[config.mk]
export PLATFORM = sky130hd
export DESIGN_NAME = menu_overlay_reader
export DESIGN_NICKNAME = d
export VERILOG_FILES = /design/src/rtl/menu_overlay_reader.sv
export SDC_FILE = /design/constraint.sdc
export NUM_CORES = 1
export LEC_CHECK = 0
export CAP_MARGIN = 40
export CORE_AREA = 2 2 205 207
export CTS_BUF_LIST = sky130_fd_sc_hd__clkbuf_4
export DETAILED_ROUTE_END_ITERATION = 8
export DIE_AREA = 0 0 207 209
export GPL_TIMING_DRIVEN = 0
export PLACE_DENSITY = 0.85
export SLEW_MARGIN = 30
export SYNTH_ARGS = -nofsm -noshare
export SYNTH_HDL_FRONTEND = slang
export SYNTH_SLANG_ARGS = --single-unit
[constraint.sdc]
create_clock -name clk -period 4.8 [get_ports clk]
set_clock_uncertainty 0.05 [all_clocks]
set_input_delay 1.2 -clock clk [delete_from_list [all_inputs] [get_ports clk]]
set_output_delay 1.2 -clock clk [all_outputs]
set_load 0.05 [all_outputs]
[src/rtl/menu_overlay_reader.sv]
// Read-side engine of the menu RAM: fetches one 32-character line of glyph bytes per video line
// into a double-buffered line store and serves single-pixel overlay lookups to the mixer.
module menu_overlay_reader #(
    parameter logic [10:0] FONT_BASE   = 11'h400,
    parameter int          TEXT_ROWS   = 28,
    parameter int          RAM_LATENCY = 1
) (
    input  logic        clk,
    input  logic        resetn,
    input  logic        line_start,
    input  logic [7:0]  line_y,
    input  logic [7:0]  pix_x,
    output logic        pix_on,
    output logic        fetch_busy,
    output logic        underrun,
    output logic        ram_ce,
    output logic        ram_oce,
    output logic [10:0] ram_adr,
    input  logic [7:0]  ram_dout
);

    typedef enum logic [2:0] {
        S_IDLE,
        S_CHAR_RD,
        S_CHAR_WT,
        S_GLYPH_RD,
        S_GLYPH_WT,
        S_CLEAR
    } state_t;

    localparam int         BLANK_Y = TEXT_ROWS * 8;
    localparam logic [1:0] WLAST   = 2'(RAM_LATENCY - 1);

    state_t      state_q, state_d;
    logic [4:0]  col_q, col_d;
    logic [1:0]  wcnt_q, wcnt_d;
    logic [7:0]  code_q, code_d;
    logic [7:0]  y_q, y_d;
    logic        sel_q, sel_d;
    logic        underrun_q, underrun_d;
    logic        pix_on_q;
    logic        buf_we;
    logic [7:0]  buf_wdata;
    logic [7:0]  buf_q [2][32];
    logic        wait_done;
    logic        start_blank;

    assign wait_done   = (wcnt_q == WLAST);
    assign start_blank = (int'(line_y) >= BLANK_Y);
    assign fetch_busy  = (state_q != S_IDLE);
    assign underrun    = underrun_q;
    assign pix_on      = pix_on_q;
    assign ram_oce     = 1'b1;

    always_ff @(posedge clk or negedge resetn) begin
        if (!resetn) begin
            state_q    <= S_IDLE;
            col_q      <= '0;
            wcnt_q     <= '0;
            code_q     <= '0;
            y_q        <= '0;
            sel_q      <= 1'b0;
            underrun_q <= 1'b0;
        end else begin
            state_q    <= state_d;
            col_q      <= col_d;
            wcnt_q     <= wcnt_d;
            code_q     <= code_d;
            y_q        <= y_d;
            sel_q      <= sel_d;
            underrun_q <= underrun_d;
        end
    end

    always_comb begin
        state_d    = state_q;
        col_d      = col_q;
        wcnt_d     = wcnt_q;
        code_d     = code_q;
        y_d        = y_q;
        sel_d      = sel_q;
        underrun_d = underrun_q;
        buf_we     = 1'b0;
        buf_wdata  = 8'h00;
        ram_ce     = 1'b0;
        ram_adr    = 11'h000;

        case (state_q)
            S_CHAR_RD: begin
                ram_ce  = 1'b1;
                ram_adr = {1'b0, y_q[7:3], col_q};
                wcnt_d  = '0;
                state_d = S_CHAR_WT;
            end
            S_CHAR_WT: begin
                if (wait_done) begin
                    code_d  = ram_dout;
                    state_d = S_GLYPH_RD;
                end else begin
                    wcnt_d = wcnt_q + 2'd1;
                end
            end
            S_GLYPH_RD: begin
                ram_ce  = 1'b1;
                ram_adr = FONT_BASE + {1'b0, code_q[6:0], 3'b000} + {8'b0, y_q[2:0]};
                wcnt_d  = '0;
                state_d = S_GLYPH_WT;
            end
            S_GLYPH_WT: begin
                if (wait_done) begin
                    // Bit 7 of the character code selects inverse video.
                    buf_we    = 1'b1;
                    buf_wdata = code_q[7] ? ~ram_dout : ram_dout;
                    col_d     = col_q + 5'd1;
                    state_d   = (col_q == 5'd31) ? S_IDLE : S_CHAR_RD;
                end else begin
                    wcnt_d = wcnt_q + 2'd1;
                end
            end
            S_CLEAR: begin
                buf_we  = 1'b1;
                col_d   = col_q + 5'd1;
                state_d = (col_q == 5'd31) ? S_IDLE : S_CLEAR;
            end
            default: state_d = S_IDLE;
        endcase

        // A new line always restarts at column 0; only a completed fetch may be displayed.
        if (line_start) begin
            if (state_q == S_IDLE) begin
                sel_d = ~sel_q;
            end else begin
                underrun_d = 1'b1;
            end
            y_d     = line_y;
            col_d   = '0;
            wcnt_d  = '0;
            state_d = start_blank ? S_CLEAR : S_CHAR_RD;
        end
    end

    always_ff @(posedge clk or negedge resetn) begin
        if (!resetn) begin
            for (int b = 0; b < 2; b++) begin
                for (int c = 0; c < 32; c++) begin
                    buf_q[b][c] <= 8'h00;
                end
            end
        end else if (buf_we) begin
            buf_q[~sel_q][col_q] <= buf_wdata;
        end
    end

    always_ff @(posedge clk or negedge resetn) begin
        if (!resetn) begin
            pix_on_q <= 1'b0;
        end else begin
            pix_on_q <= buf_q[sel_q][pix_x[7:3]][pix_x[2:0]];
        end
    end

endmodule

# Yosys cells after proc, flatten, opt, wreduce, memory -nomap -nowiden
# Index checks and enable logic that the tools add are counted.
[classes] bitwise=7 n_mux=33 div_mod_pow=0 addsub=4 magnitude_cmp=8 eq_ne=9 n_reduce_logical=15 shift=0 multipliers=0
[op_table] op="256-bit two-way mux" n=4
[op_table] op="512-bit bitwise mux" n=1
[op_table] op="256-bit demux with 1-bit select" n=1
[op_table] op="8-bit two-way mux" n=6
[op_table] op="8-bit binary-select mux with 5-bit select" n=1
[op_table] op="8-bit demux with 5-bit select" n=1
[op_table] op="11-bit one-hot mux with 2 select lines" n=1
[op_table] op="3-bit two-way mux" n=5
[op_table] op="3-bit one-hot mux with 5 select lines" n=1
[op_table] op="6-bit >= comparator, second input constant" n=2
[op_table] op="5-bit NOT with 6-bit output" n=2
[op_table] op="2-bit AND reduction" n=6
[op_table] op="11-bit by 10-bit adder with 11-bit output, first input constant" n=1
[op_table] op="11-bit by 3-bit adder with 11-bit output" n=1
[op_table] op="5-bit two-way mux" n=2
[op_table] op="5-bit one-hot mux with 2 select lines" n=1
[op_table] op="3-bit != test, second input constant" n=3
[op_table] op="3-bit nonzero test" n=3
[op_table] op="8-bit >= comparator, second input constant" n=1
[op_table] op="8-bit NOT" n=1
[op_table] op="3-bit by 2-bit == test with 1-bit output, second input constant" n=2
[op_table] op="3-bit == test, second input constant" n=2
[op_table] op="6-bit by 1-bit less-than comparator with 1-bit output, second input constant" n=1
[op_table] op="5-bit by 1-bit adder with 5-bit output, second input constant" n=1
[op_table] op="17 further kinds" n=26
[totals] mem_bits_rw=0 in_bits=27 latch_bits=0 memories=0 reg_bits=541 romBits=0

# Logic depth before layout (Yosys ltp)
[depth] depth_word=9 depth_mapped=11 mapped_depth_nobuf=9

# Least setup slack after synthesis
# OpenSTA, ideal clock, no wires.
[synth_timing] kind="input to register" from="in pix_x[3]" to="reg pix_on_q, in the netlist pix_on" setup_time_ns=0.090 n_path_buf=3 t_arrival_ns=2.894 path_stages=10 setup_slack_ns=1.766 path_cell_list="buf_2 -> nand2b_1 -> buf_2 -> buf_2 -> o221ai_1 -> o22ai_1 -> o211ai_1 -> o31ai_1 -> a2111o_1 -> o2111ai_1"
[synth_via] elab_chain_len=6
[synth_lines] item="from (decl)" line_no="12" rtl="input logic [7:0] pix_x,"
[synth_lines] item="5-bit NOT with 6-bit output (implied by the code)" line_no="158" rtl="pix_on_q <= buf_q[sel_q][pix_x[7:3]][pix_x[2:0]];"
[synth_lines] item="8-bit binary-select mux with 5-bit select" line_no="158"
[synth_lines] item="8-bit two-way mux (implied by the code) (2 in a row)" line_no="158"
[synth_lines] item="1-bit binary-select mux with 3-bit select" line_no="158"
[synth_lines] item="1-bit two-way mux (implied by the code)" line_no="158"
[synth_lines] item="to (signal assigned)" line_no="158"
[synth_lines] item="to (decl)" line_no="41" rtl="logic pix_on_q;"
# Every way passes these cells. The select of a mux whose other input is x is not followed.
# A chain may end at the register's enable or synchronous reset.

# Final worst setup path
[layout_timing] from="reg state_q[1]" to="out ram_adr[4]"
[layout_via] elab_chain_len=2 word_cells_on_any_way=3 cone_classes="2 x eq/ne; 1 x mux"
[layout_lines] item="from (decl)" line_no="34" rtl="state_t state_q, state_d;"
[layout_lines] item="from (signal assigned)" line_no="65" rtl="state_q <= state_d;"
[layout_lines] item="3-bit by 2-bit == test with 1-bit output / 3-bit by 1-bit == test with 1-bit output (equally long branches)" line_no="88" rtl="case (state_q)"
[layout_lines] item="11-bit one-hot mux with 2 select lines (*)" line_no="88"
[layout_lines] item="to (decl)" line_no="18" rtl="output logic [10:0] ram_adr,"
# Every way passes the cells marked *; elsewhere a longest branch is shown, timed or not.

==> summary.txt <==
Run
  • Max Cap Viol: 0

Clock network
  • Post-CTS sizing: 0
  • Hold Buf Count CTS: 0
  • Latest clock arrival within the worst-skew pair: 0.92 ns
  • CTS Buf Count: between 100 and 150
  • CTS HTree Levels: 4
  • CTS tree: built
  • CTS Buffer Depth: 3
  • Post-CTS Setup Bufs: 0
  • Clock sink count: approximately 540
  • CTS clk-pin slew, worst paths: 0.06 ns
  • Clk root buf: clkbuf_4

Outcome
  • Outcome: finished, final reports clean

Yosys
  • Commonest cells post-synth: nand2_1, dfrtp_1, o21ai_0, mux2i_1, clkbuf_1
  • Async S/R FF share, synth: 100%
  • Simple-gate area share of the yosys netlist: 10.8%
  • Syn nets: approximately 2400
  • Post-synth top area cell: dfrtp_1
  • Post-synthesis sequential area ratio: 55.4%
  • Post-Syn Area: 24400 um^2
  • XOR/XNOR Fraction of Synth Area: 0.430%
  • Largest family of logic cells by synthesized area: compound AO/OA/AOI/OAI gates
  • Avg Cell Area, Syn: about 11 um^2
  • EDFF count, synth: 0
  • Synth Register Bits: 541
  • Cells after Synth: 2320
  • Syn. warnings: 0
  • Yosys top cell area share: 55.4%
  • Cell with the most instances after synthesis: nand2_1
  • Compound-Gate Fraction of Synth Area: roughly 15%
  • Synth Flop Type: dfrtp_1
  • Top cells by area, synth: dfrtp_1, o21ai_0, nand2_1
  • Fraction of the mapped netlist area in adder cells: 0.359%
  • Post-synthesis mux area share: 14.3%
  • Synth unique cells: 58

Route
  • Routed wire length: 85.7 mm
  • Routed via count: ~21000
  • DR pass1 iterations: 6
  • Drt drc: 0
  • Routed length on met2: 36.3 mm
  • Top routing layer in use: met4
  • Routed Antenna Nets: 0
  • Via/cell ratio: 6.65
  • Met1 wire length: 29.4 mm
  • Metal3 WL: between 10 and 15 mm
  • Routed len/inst: between 20 and 30 um
  • Iter 0 DRT Violations: 3233

Finish
  • Post-Layout Cell Count: 3159
  • Final cell area excluding filler cells: 27600 um^2
  • Area Overhead vs Synth: 12.9%
  • Final nets: 2548
  • Share of cells above drive strength 1: between 10% and 20%

Placed design
  • Input/output buffers: 37
  • Placed Cells: 2904
  • Placed wire-length estimate: 57.1 mm
  • Gp weighted congestion: 1.07
  • DP Area: 25700 um^2

Timing
  • Final worst-path cycle share: between 90% and 100%
  • Min Tclk post-route: 4.42 ns
  • Worst hold margin: 0.174 ns
  • F_max: 226 MHz
  • Final hold vios: 0
  • Worst relative slew slack: 32.2%
  • TNS Setup: 0 ns
  • Setup violators final: 0
  • Worst-margin pin slew: approximately 1 ns
  • Max Slew Vio Count: 0
  • RSZ-0062 raised after global routing: false

Worst setup path
  • Worst R2R Path Depth: 11
  • Worst Path Arrival: 3.17 ns
  • Kind of critical path: reg2out
  • Worst setup SP type: flip-flop
  • FF-to-FF End: buf_q[470]$_DFFE_PN0P_
  • Worst Path Required: around 3.6 ns
  • CP endpoint kind: output pin
  • Reg2Reg Setup Slack: 1.17 ns
  • Critical path fanouts, max: 10
  • FF-to-FF Start: wcnt_q[0]$_DFFE_PN0P_

Global routing
  • Number of global-route vias before repair: 21284
  • All-Layer GR Usage: around two fifths
  • Antenna violations before repair: 6
  • Largest net degree at the start of global routing: 94
  • Grt total ovfl: 0
  • First-pass GRT wire length: ~130 mm

Die
  • Die W: approximately 210 um
  • Core area: 41300 um^2
  • Num ports: between 40 and 50
  • Die H: 209 um
  • Row cnt: 75
  • Initial Util: 59.2%
  • Die area: 43300 um^2

Power
  • PwrDens: 400 nW/um^2
  • Overall Power: 11000 uW
  • Worst vdd ir: 0.431 mV
  • Leak Pwr: 0.0126 uW

Worst hold path
  • Worst min-delay path category: in2async
[layout by cell type, fill, tap and decap left out, types with 6 or more instances in the layout]
| cell | n |
|---|---|
| clkinv_1 | 30 |
| clkbuf_1 | 127 |
| buf_6 | 16 |
| buf_1 | 13 |
| a21oi_1 | 41 |
| nand2_1 | 557 |
| o221ai_1 | 56 |
| bufinv_16 | 6 |
| mux2_2 | 48 |
| and2_1 | 11 |
| mux4_2 | 61 |
| buf_4 | 6 |
| buf_8 | 7 |
| inv_1 | 17 |
| xor2_1 | 10 |
| ha_1 | 7 |
| mux4_1 | 11 |
| nand3_1 | 8 |
| mux2i_1 | 129 |
| buf_2 | 18 |
| nor2_2 | 8 |
| o211ai_1 | 8 |
| o21ai_0 | 501 |
| diode_2 | 7 |
| clkdlybuf4s50_1 | 36 |
| o22ai_1 | 23 |
| buf_16 | 6 |
| clkbuf_4 | 198 |
| dfrtp_1 | 541 |
| nor2_1 | 39 |
[metrics by stage]
| stage | util (%) | worst slack (ns) |
|---|---|---|
| 6_report | 66.8 | 0.381 |
| 3_5_place_dp | 62.2 | 0.337 |
| 3_3_place_gp | 61.7 | -19.75 |
| 5_1_grt | 66.8 | 0.197 |
| 4_1_cts | 66.6 | 0.359 |
| 2_1_floorplan | - | 1.77 |
[power by group]
group	total [uW]	internal (uW)	switching, uW
sequential	4730	4670	64.4
combinational	2140	748	1390
clock	4180	2220	1960
total	11000	7630	3420
[worst max path at each step]
stage                           start                     end  slack [ns]  cells after the start
3_3_place_gp                   resetn  buf_q[310]$_DFFE_PN0P_      -19.75                      1
5_1_grt        state_q[1]$_DFFE_PN0P_              ram_adr[4]        0.20                      5
4_1_cts        state_q[1]$_DFFE_PN0P_              ram_adr[4]        0.36                      5
6_report       state_q[1]$_DFFE_PN0P_              ram_adr[4]        0.38                      5
2_1_floorplan                pix_x[3]        pix_on$_DFF_PN0_        1.77                     10
3_5_place_dp                 pix_x[3]        pix_on$_DFF_PN0_        0.34                     10
[sequential cells by signal (all words and copies together) (netlist names)]
signal and cells:
sel_q 1, y_q 8, code_q 8, state_q 3, pix_on 1, col_q 5
wcnt_q 2, underrun 1, buf_q 512
[worst max-delay path, stage by stage (launching register included)]
cell and delay, ns:
dfrtp_1 0.32, buf_2 0.23, buf_1 0.57, mux2i_1 0.20, nor2_1 0.12, clkdlybuf4s50_1 0.81
[kinds of logic after synthesis]
logic type	Yosys count
mux	249
fa+ha+maj	7
buf+inv	200
compound gates	652
flops	541
other cells	1
xor+xnor	12
simple gates	658
[cell type report]
class                           count  area, um^2
Antenna cell                        7        17.5
Buffer                            182         890
Clock buffer                      198        1490
Clock inverter                     44         334
Fill cell                        2998       13700
Inverter                           18        67.6
Multi-Input combinational cell   1579        9970
Sequential cell                   541       13500
Tap cell                          539         674
Timing Repair Buffer               51         617
[metal layers]
layer | global-route usage (%) | vias to the layer above
met4 | 32.2 | 0
met2 | 56.6 | 1707
li1 | - | 8643
met1 | 49.9 | 10166
met5 | 0 | -
met3 | 16.3 | 480
No activity file was read; power rests on OpenSTA's default activity.
